===== src/rtl/mux_n_1_scan.sv =====
// N-to-1 channel multiplexer with a manual select mode and an auto-scan mode.
// All outputs are registered; scan mode stays on each channel for DWELL cycles.
module mux_n_1_scan #(
    parameter int N_CH  = 4,
    parameter int W     = 1,
    parameter int DWELL = 4,
    localparam int SW   = $clog2(N_CH)
) (
    input  logic              clk,
    input  logic              rst_n,
    input  logic [N_CH*W-1:0] in,
    input  logic [SW-1:0]     sel,
    input  logic              mode,
    input  logic              en,
    output logic [W-1:0]      y,
    output logic              y_valid,
    output logic [SW-1:0]     ch,
    output logic              wrap,
    output logic              sel_err
);

    localparam int            NSLOT      = 2 ** SW;
    localparam logic [SW:0]   N_CH_X     = (SW + 1)'(N_CH);
    localparam logic [SW-1:0] LAST_CH    = SW'(N_CH - 1);
    localparam logic [7:0]    DWELL_LAST = 8'(DWELL - 1);

    typedef enum logic [1:0] {
        IDLE = 2'd0,
        MAN  = 2'd1,
        SCAN = 2'd2
    } state_t;

    state_t        state_reg, state_next;
    logic [SW-1:0] ch_reg, ch_next;
    logic [7:0]    cnt_reg, cnt_next;
    logic [W-1:0]  y_reg, y_next;
    logic          y_valid_reg, y_valid_next;
    logic          wrap_reg, wrap_next;
    logic          sel_err_reg, sel_err_next;
    logic          sel_ok;

    // Pad the channel table to a power of two so any index is a legal read.
    logic [W-1:0] chan [NSLOT];

    genvar gi;
    generate
        for (gi = 0; gi < NSLOT; gi++) begin : g_chan
            if (gi < N_CH) begin : g_used
                assign chan[gi] = in[gi*W +: W];
            end else begin : g_pad
                assign chan[gi] = '0;
            end
        end
    endgenerate

    assign sel_ok = ({1'b0, sel} < N_CH_X);

    always_ff @(posedge clk or negedge rst_n) begin
        if (!rst_n) begin
            state_reg   <= IDLE;
            ch_reg      <= '0;
            cnt_reg     <= '0;
            y_reg       <= '0;
            y_valid_reg <= 1'b0;
            wrap_reg    <= 1'b0;
            sel_err_reg <= 1'b0;
        end else begin
            state_reg   <= state_next;
            ch_reg      <= ch_next;
            cnt_reg     <= cnt_next;
            y_reg       <= y_next;
            y_valid_reg <= y_valid_next;
            wrap_reg    <= wrap_next;
            sel_err_reg <= sel_err_next;
        end
    end

    always_comb begin
        state_next = IDLE;
        if (en) begin
            state_next = mode ? SCAN : MAN;
        end
    end

    // Outputs are computed for the state being entered, giving one cycle of latency.
    always_comb begin
        ch_next      = ch_reg;
        cnt_next     = cnt_reg;
        y_next       = y_reg;
        y_valid_next = 1'b0;
        wrap_next    = 1'b0;
        sel_err_next = 1'b0;
        case (state_next)
            MAN: begin
                cnt_next = '0;
                if (sel_ok) begin
                    ch_next      = sel;
                    y_next       = chan[sel];
                    y_valid_next = 1'b1;
                end else begin
                    y_next       = '0;
                    sel_err_next = 1'b1;
                end
            end
            SCAN: begin
                if (state_reg != SCAN) begin
                    cnt_next = '0;
                end else if (cnt_reg == DWELL_LAST) begin
                    cnt_next = '0;
                    if (ch_reg == LAST_CH) begin
                        ch_next   = '0;
                        wrap_next = 1'b1;
                    end else begin
                        ch_next = ch_reg + 1'b1;
                    end
                end else begin
                    cnt_next = cnt_reg + 8'd1;
                end
                y_next       = chan[ch_next];
                y_valid_next = 1'b1;
            end
            default: begin
            end
        endcase
    end

    assign y       = y_reg;
    assign y_valid = y_valid_reg;
    assign ch      = ch_reg;
    assign wrap    = wrap_reg;
    assign sel_err = sel_err_reg;

endmodule


===== config.mk =====
export PLATFORM = sky130hd
export DESIGN_NAME = mux_n_1_scan
export DESIGN_NICKNAME = d
export VERILOG_FILES = /design/src/rtl/mux_n_1_scan.sv
export SDC_FILE = /design/constraint.sdc
export NUM_CORES = 1
export LEC_CHECK = 0
export CORE_UTILIZATION = 45
export DETAILED_ROUTE_END_ITERATION = 6
export PLACE_DENSITY_LB_ADDON = 0.2
export SYNTH_ARGS = -nofsm -noshare
export SYNTH_HDL_FRONTEND = slang
export SYNTH_SLANG_ARGS = --single-unit

===== constraint.sdc =====
create_clock -name clk -period 2.1 [get_ports clk]
set_input_delay 0.525 -clock clk [delete_from_list [all_inputs] [get_ports clk]]
set_output_delay 0.525 -clock clk [all_outputs]
set_load 0.01 [all_outputs]

==> flow_summary.json, run 1 <==
{
  "worst_hold_startpoint": "cnt_reg[7]",
  "hold_viol": 0,
  "required_ps": 2270,
  "period_needed_ps": 2200,
  "cts_made_buffers": 3,
  "min_period_over_period": 1.05,
  "synth_area_sq_um": 861,
  "drc": 0,
  "core-area_sq_mm": 0.00176,
  "timing.rr.start": "cnt_reg[0]",
  "grt_pass1_wl_um": 3060,
  "worstPathCellList": "ha_2 > or4b_4 > or3_4 > mux2i_1 > o41ai_2 > a2bb2oi_1",
  "dr.first_iter.drc_count": 13,
  "reg2reg_to": "y",
  "crit_fanout": 4,
  "yosysSeqAreaShare": 0.436,
  "whs_ps": 478,
  "hold_end": "cnt_reg[7]",
  "pwr_density_cell_mw_per_mm2": 522,
  "n_antenna_cell": 0,
  "cp-end-kind": "register",
  "postCtsHoldBufs": 0,
  "timing.final.ws_setup_ps": -98.6,
  "yosys.cell_types.count": 38,
  "num_vias": 781,
  "io_buffer_count": 14,
  "rrSetupSlack_ps": -100,
  "maxCapViolCount": 0,
  "final_max_slew_viol_count": 0,
  "cts.path.max_buffers": 2,
  "area_growth_pct": 40.6,
  "reg2reg_depth": 6,
  "rows": 15,
  "drtAntennaViolNets": 0,
  "largest_reg_flops": 8,
  "dpl_worst_slack_ps": -101,
  "leakage_nw": 0.534,
  "final-setup-viol-count": 2,
  "final_common_cell": "buf_4",
  "crit_arrival_ps": 2370,
  "ys_seq_elements": 15,
  "critical_path.max_stage_delay_ps": 460,
  "start_kind": "register",
  "clock_sinks": 15,
  "clock-root-buffer": "clkbuf_4",
  "nNetsFinal": 135,
  "cts_tree": "yes",
  "antenna_found_initial": 0,
  "final_cell_mix": "buf_4, dfrtp_1, clkdlybuf4s50_1",
  "dr.max_layer_used": "met4",
  "wire_per_inst_um": 13.5,
  "clk_latency_ps": 290,
  "gr-total-overflow": 0,
  "fin_skew_ps": 6.71,
  "top_level_ports": 16,
  "violations": "setup timing",
  "viasPerCell": 5.31,
  "path_delay_family": "simple AND/OR/NAND/NOR gates",
  "critPathBufInv": 0,
  "critPathKind": "register to register",
  "initial_core_util": 0.488,
  "dp.final_hpwl_um": 1370,
  "die_y_um": 45.7,
  "dieArea_sq_mm": 0.00209,
  "crit_slowest_cell": "or4b_4",
  "drive_gt1_frac": 0.270,
  "rsz0062_at_grt": "true",
  "place_congestion": 0.864,
  "synthesis.nets": 101,
  "grt_max_degree": 16,
  "grt_pass1_vias": 715,
  "synth_cells": 89,
  "whs_path_depth": 1,
  "max_clock_freq_mhz": 455,
  "vdd_drop_max_uv": 388,
  "fin_util": 0.686,
  "clk_pin_slew_ps": 80,
  "status": "finished with violations",
  "avgSynthCellArea_sq_um": 9.67,
  "wl_met3_um": 86,
  "die_w_um": 45.7,
  "route.met2.wl_um": 905,
  "cts_max_level": 1,
  "grtUsageTotal": 0.210,
  "yosysWarnings": 0,
  "drt-met1-wl_um": 947,
  "drt_pass1_iterations": 4,
  "wl_um": 1990,
  "hp-class": "register to register"
}
## per-layer routing
metal / global-route usage / vias up
li1: - / 381
met1: 0.302 / 377
met2: 0.303 / 17
met3: 0.0595 / 6
met4: 0.0706 / 0
met5: 0 / -
## synth_stat cells
library cell / number / area, sq um
nand3_1: 2 / 10.0
inv_1: 3 / 11.3
nor4b_1: 1 / 8.76
o41ai_1: 2 / 17.5
nor2b_1: 3 / 18.8
and2_1: 1 / 6.26
nand2_1: 12 / 45.0
nor3b_1: 1 / 7.51
conb_1: 1 / 3.75
or4b_4: 1 / 13.8
o21ai_0: 6 / 30.0
and3_1: 1 / 6.26
clkbuf_1: 2 / 7.51
buf_4: 1 / 7.51
or2b_2: 1 / 8.76
or3_1: 1 / 6.26
nand4_1: 1 / 6.26
o31ai_1: 1 / 7.51
nand2b_1: 2 / 12.5
o22ai_1: 1 / 6.26
mux2i_1: 4 / 40.0
nor3_1: 1 / 5.00
xnor2_1: 1 / 8.76
a221o_1: 1 / 10.0
buf_6: 1 / 11.3
nor4_1: 1 / 6.26
mux2_2: 1 / 11.3
ha_1: 2 / 25.0
a2bb2oi_1: 1 / 8.76
xor2_1: 1 / 8.76
mux4_2: 1 / 22.5
a21oi_1: 4 / 20.0
nor2_1: 6 / 22.5
clkbuf_4: 1 / 7.51
dfrtp_1: 15 / 375
o211ai_1: 2 / 15.0
or3_2: 1 / 7.51
mux2i_2: 1 / 13.8
## final cells by class
class | instances | area [sq um]
Fill cell | 155 | 554
Multi-Input combinational cell | 66 | 472
Inverter | 3 | 11.3
Timing Repair Buffer | 34 | 294
Clock buffer | 4 | 26.3
Tap cell | 25 | 31.3
Sequential cell | 15 | 375
## logic make-up after synthesis
logic type                 Yosys count  synth area share
and+or+nand+nor                     36             0.222
other                                1           0.00436
buffers and inverters                8            0.0523
AOI/OAI and AO/OA                   18             0.134
DFF                                 15             0.436
muxes                                7             0.102
xor gates and xnor gates             2            0.0204
adders and majority gates            2            0.0291
## worst register-to-register path, stage by stage (launching register included)
cell and delay [ps]:
dfrtp_1 360, ha_2 170, or4b_4 460, or3_4 450, mux2i_1 160, o41ai_2 370
a2bb2oi_1 100
## how the worst max path moves through the flow
stage	from	end	slack, ps	cells past startpoint
after detailed placement	cnt_reg[1]	y	-100	6
after CTS	cnt_reg[1]	y	-50	6
after floorplan	cnt_reg[0]	y	-130	7
after global placement	cnt_reg[1]	y	-70	6
after global routing	cnt_reg[1]	y	-210	6
final	cnt_reg[0]	y	-100	6
## repair_timing
item	4_1_cts	5_1_grt
buffers inserted	2	0
pin swaps	1	4
resized for setup	1	5
endpoints found under the setup margin	4	3
## through the flow
step                power, W  TNS, ps  instance area, sq um  cells
detailed placement  0.000454     -162                  1140    141
floorplan           0.000386     -212                   863     89
global route        0.000664     -348                  1210    147
CTS                 0.000619    -63.6                  1180    147
global placement    0.000454    -81.4                  1140    141
finish              0.000632     -112                  1210    147
## where the power goes
group / leakage (nW) / internal, W / total (W) / switching (W)
registers: 0.198 / 0.000303 / 0.000318 / 0.0000159
clock network: 0.0150 / 0.0000741 / 0.000165 / 0.0000908
logic: 0.321 / 0.0000819 / 0.000148 / 0.0000666
No activity file was read; power rests on OpenSTA's default activity.
==> run 2: changes to the inputs <==
- PLACE_DENSITY: not set -> 0.73
- PLACE_DENSITY_LB_ADDON: 0.2 -> not set
==> run 2 against run 1 <==
Effect of this change:
- critical path depth up 2
- via count is 2.2% higher
- sequential power is 1% higher
- die area stayed put
- wire length grew 11%
- global-route usage grew 3.7 points
- first-iteration DRC count grew 7.7%
- final area up 1.7%
- the flow still finishes with violations (setup timing)
- clock-buffer cell count did not move
- setup slack improved by 60 ps
==> flow_summary.json, run 2 (synthesis gave the netlist of run 1 again) <==
{
  "reg2reg_depth": 8,
  "grt_pass1_wl_um": 3420,
  "whs_path_depth": 1,
  "pwr_density_cell_mw_per_mm2": 523,
  "final-setup-viol-count": 1,
  "crit_start": "cnt_reg[1]",
  "vdd_drop_max_uv": 408,
  "postCtsHoldBufs": 0,
  "hold_viol": 0,
  "reg2reg_to": "y",
  "rsz0062_at_grt": "true",
  "die_y_um": 45.7,
  "hold_end": "cnt_reg[7]",
  "maxCapViolCount": 0,
  "place_inst": 141,
  "whs_ps": 501,
  "critical_path.most_common_cell": "buf_4",
  "cp-end-kind": "register",
  "crit_slowest_cell": "or4b_4",
  "violations": "setup timing",
  "p_comb_frac": 0.239,
  "timing.final.ws_setup_ps": -38.4,
  "area_growth_pct": 42.9,
  "largest_reg_flops": 8,
  "final_cell_area_sq_mm": 0.00123,
  "num_vias": 798,
  "power_frac_seq": 0.500,
  "rrSetupSlack_ps": -40,
  "initial_core_util": 0.488,
  "cts_max_level": 1,
  "clk_latency_ps": 290,
  "status": "finished with violations",
  "p_int_w": 0.000460,
  "swShare": 0.285,
  "grt_max_degree": 16,
  "path_delay_family": "simple AND/OR/NAND/NOR gates",
  "core-area_sq_mm": 0.00176,
  "gr-total-overflow": 0,
  "drive_gt1_frac": 0.289,
  "worst_hold_startpoint": "cnt_reg[7]",
  "io_buffer_count": 14,
  "grt_pass1_vias": 805,
  "n_antenna_cell": 0,
  "max_clock_freq_mhz": 468,
  "crit_arrival_ps": 2310,
  "clk_pin_slew_ps": 90,
  "hp-class": "register to register",
  "cts_tree": "yes",
  "fin_cells": 146,
  "wire_per_inst_um": 15.1,
  "critPathKind": "register to register",
  "dp.final_hpwl_um": 1480,
  "viasPerCell": 5.47,
  "finalPower_w": 0.000644,
  "power_switching_w": 0.000184,
  "wl_um": 2210,
  "required_ps": 2280,
  "place_congestion": 0.786,
  "fillCellCount": 135,
  "critical_path.max_stage_delay_ps": 460,
  "clock-root-buffer": "clkbuf_4",
  "top_level_ports": 16,
  "worstPathCellList": "ha_2 > or4b_4 > buf_4 > nor4_4 > buf_4 > nor3b_1 > o41ai_2 > a2bb2oi_1",
  "antenna_found_initial": 0,
  "timing.rr.start": "cnt_reg[1]",
  "fin_skew_ps": 8.16,
  "grtUsageTotal": 0.247,
  "clock_sinks": 15,
  "dpl_cell_area_sq_mm": 0.00114,
  "cts.path.max_buffers": 2,
  "start_kind": "register",
  "final_max_slew_viol_count": 0,
  "drc": 0,
  "period_needed_ps": 2140,
  "cts_made_buffers": 3,
  "dr.first_iter.drc_count": 14,
  "drt_pass1_iterations": 4,
  "drtAntennaViolNets": 0,
  "clkPwrFrac": 0.261,
  "critPathBufInv": 2,
  "leakage_nw": 0.532,
  "final_cell_mix": "buf_4, dfrtp_1, clkdlybuf4s50_1",
  "die_w_um": 45.7,
  "crit_fanout": 3,
  "dieArea_sq_mm": 0.00209,
  "min_period_over_period": 1.02,
  "nNetsFinal": 134,
  "final_common_cell": "buf_4",
  "rows": 15
}
[run 2: changes by cell type in the layout (fill, tap and decap cells not counted), sizes merged]
cell / delta
buf: -1
[run 2: area by class of cell]
cell class / instances / area, sq um / share of cell area
Multi-Input combinational cell: 66 / 499 / 0.406
Sequential cell: 15 / 375 / 0.305
Timing Repair Buffer: 33 / 287 / 0.233
Tap cell: 25 / 31.3 / 0.0254
Clock buffer: 4 / 26.3 / 0.0214
Inverter: 3 / 11.3 / 0.00916
[run 2: layer usage]
layer  vias up  part of all wire  wire length [um]  GRT usage
met5         -                 0                 0          0
met4         0             0.025                55      0.129
met3         7             0.047               103     0.0913
met2        26              0.52              1140      0.420
met1       383              0.41               905      0.265
li1        382                 -                 -          -
[run 2: worst max-delay path by stage]
| stage | to | slack (ps) | cells past startpoint |
|---|---|---|---|
| 6_report | y | -40 | 8 |
| 5_1_grt | y | -140 | 8 |
| 4_1_cts | y | -50 | 6 |
| 3_5_place_dp | y | -150 | 6 |
| 3_3_place_gp | y | -60 | 6 |
| 2_1_floorplan | y | -130 | 7 |
[run 2: timing repair]
| item | 4_1_cts | 5_1_grt |
|---|---|---|
| endpoints found under the setup margin | 7 | 3 |
| pin swaps | 2 | 0 |
| resized for setup | 5 | 5 |
| hold endpoints to repair | 0 | 0 |
| setup buffers | 1 | 0 |
[run 2: through the flow]
step / worst slack (ps) / setup TNS [ps] / utilization
global route: -142 / -161 / 0.697
CTS: -46.8 / -46.8 / 0.684
global placement: -60.7 / -65.2 / 0.644
finish: -38.4 / -38.4 / 0.697
detailed placement: -149 / -481 / 0.644
floorplan: -128 / -212 / -
[run 2: power by group through the flow]
stage	registers [W]	clock network [W]	logic (W)
after floorplan	0.000326	0	0.0000599
after global placement	0.000323	0	0.000134
after detailed placement	0.000324	0	0.000136
after CTS	0.000321	0.000174	0.000148
after global routing	0.000324	0.000191	0.000168
final	0.000322	0.000168	0.000154
[run 2: worst register-to-register path, delay by kind of cell (launching register included)]
kind	cells	cell delay (ps)
fa+ha+maj	1	180
simple gates	3	750
buf+inv	2	350
compound gates	2	390
flops	1	360
==> run 3: changes to the inputs <==
- CORE_MARGIN: not set -> 1.5
- SETUP_SLACK_MARGIN: not set -> 0.1
==> run 3 against run 2 <==
Effect of this change:
- the run still ends with setup timing left
- sequential share of layout area is 0.51 points higher
- non-clock buffer count stayed put
- sequential power hardly changed
- global-route usage is 3.0 points lower
- clock skew is 1.3 ps lower
- first-iteration DRC count is 50% higher
- sequential cell count stayed put
- final cell count stayed put
- critical path type unchanged
- critical endpoint unchanged
==> flow_summary.json, run 3 (synthesis gave the netlist of run 1 again) <==
{
  "status": "finished with violations",
  "violations": "setup timing",
  "postCtsHoldBufs": 0,
  "finalSetupTns_ps": -22.7,
  "crit_fanout": 3,
  "grt_max_degree": 16,
  "period_needed_ps": 2120,
  "leakage_nw": 0.530,
  "grt_pass1_vias": 708,
  "core-area_sq_mm": 0.00176,
  "rsz0062_at_grt": "true",
  "pwr_density_cell_mw_per_mm2": 526,
  "clock-root-buffer": "clkbuf_4",
  "gr-total-overflow": 0,
  "viasPerCell": 5.17,
  "rows": 15,
  "cts.path.max_buffers": 2,
  "max_clock_freq_mhz": 471,
  "drtAntennaViolNets": 0,
  "antenna_found_initial": 0,
  "fin_util": 0.688,
  "min_period_over_period": 1.01,
  "timing.final.ws_setup_ps": -22.7,
  "final_max_slew_viol_count": 0,
  "cp-end-kind": "register",
  "maxCapViolCount": 0,
  "hp-class": "register to register",
  "drive_gt1_frac": 0.281,
  "place_congestion": 0.824,
  "io_buffer_count": 14,
  "cts_max_level": 1,
  "clk_pin_slew_ps": 90,
  "clock_sinks": 15,
  "hold_viol": 0,
  "largest_reg_flops": 8,
  "cts_tree": "yes",
  "vdd_drop_max_uv": 396,
  "fillCellCount": 150,
  "cts_made_buffers": 3,
  "area_growth_pct": 41.0,
  "drc": 0,
  "dr.first_iter.drc_count": 21,
  "initial_core_util": 0.488,
  "top_level_ports": 16,
  "grtUsageTotal": 0.217,
  "start_kind": "register",
  "required_ps": 2270,
  "final-setup-viol-count": 1,
  "nNetsFinal": 134,
  "die_y_um": 46.7,
  "dpl_worst_slack_ps": -91.2,
  "drt_pass1_iterations": 4,
  "dieArea_sq_mm": 0.00218,
  "final_cell_area_sq_mm": 0.00121,
  "wl_um": 2010,
  "final_common_cell": "buf_4",
  "grt_pass1_wl_um": 3220,
  "dpl_cell_area_sq_mm": 0.00114,
  "num_vias": 755,
  "final_cell_mix": "buf_4, dfrtp_1, clkdlybuf4s50_1",
  "n_antenna_cell": 0,
  "die_w_um": 46.7,
  "dp.final_hpwl_um": 1400,
  "clk_latency_ps": 290,
  "wire_per_inst_um": 13.8,
  "fin_skew_ps": 6.87,
  "crit_arrival_ps": 2290,
  "critPathKind": "register to register"
}
[run 3: final cells by class]
type	count	area, sq um	share of cell area
clock buffers	4	26.3	0.0216
repair buffers	33	283	0.233
well taps	25	31.3	0.0258
inverters	3	11.3	0.00928
multi-input cells	66	485	0.400
flip-flops and latches	15	377	0.310
[run 3: through the flow]
stage | total power, W | hold slack, ps | std cells
global route | 0.000678 | 544 | 146
CTS | 0.000642 | 502 | 146
detailed placement | 0.000460 | 482 | 141
finish | 0.000638 | 506 | 146
global placement | 0.000458 | 471 | 141
floorplan | 0.000386 | 229 | 89
[run 3: critical path, stage by stage, from the launching register on]
cell	delay [ps]
dfrtp_1	360
ha_2	170
or4b_4	460
buf_4	160
nor4_2	250
buf_4	180
nor3b_1	60
o41ai_2	270
a2bb2oi_1	100
[run 3: routing by layer]
metal	vias up	global-route usage	share of wire
li1	382	-	-
met1	356	0.295	0.45
met2	15	0.342	0.50
met3	2	0.0692	0.039
met4	0	0.0500	0.0070
met5	-	0	0
[run 3: path summary, 6_finish.rpt]
path / startpoint / end / slack, ps / cells past startpoint
hold / removal: cnt_reg[7] / cnt_reg[7] / 510 / 1
min in group asynchronous: rst_n / y_valid / 540 / 2
max in group asynchronous: rst_n / ch[0] / 1380 / 2
hold reg to reg: cnt_reg[7] / cnt_reg[7] / 510 / 1
setup reg to reg: cnt_reg[1] / y / -20 / 8
setup / recovery: cnt_reg[1] / y / -20 / 8
[run 3: power breakdown]
group | leakage (nW) | switching [W] | internal (W) | total, W
Sequential | 0.197 | 0.0000184 | 0.000303 | 0.000322
Combinational | 0.317 | 0.0000668 | 0.0000828 | 0.000150
Clock | 0.0150 | 0.0000930 | 0.0000738 | 0.000167
[run 3: repair_timing]
item                                    CTS  global route
hold endpoints to repair                  0             0
endpoints found under the setup margin   10             4
buffers inserted                          1             0
pin swaps                                 2             0
gates resized for setup                   5             2
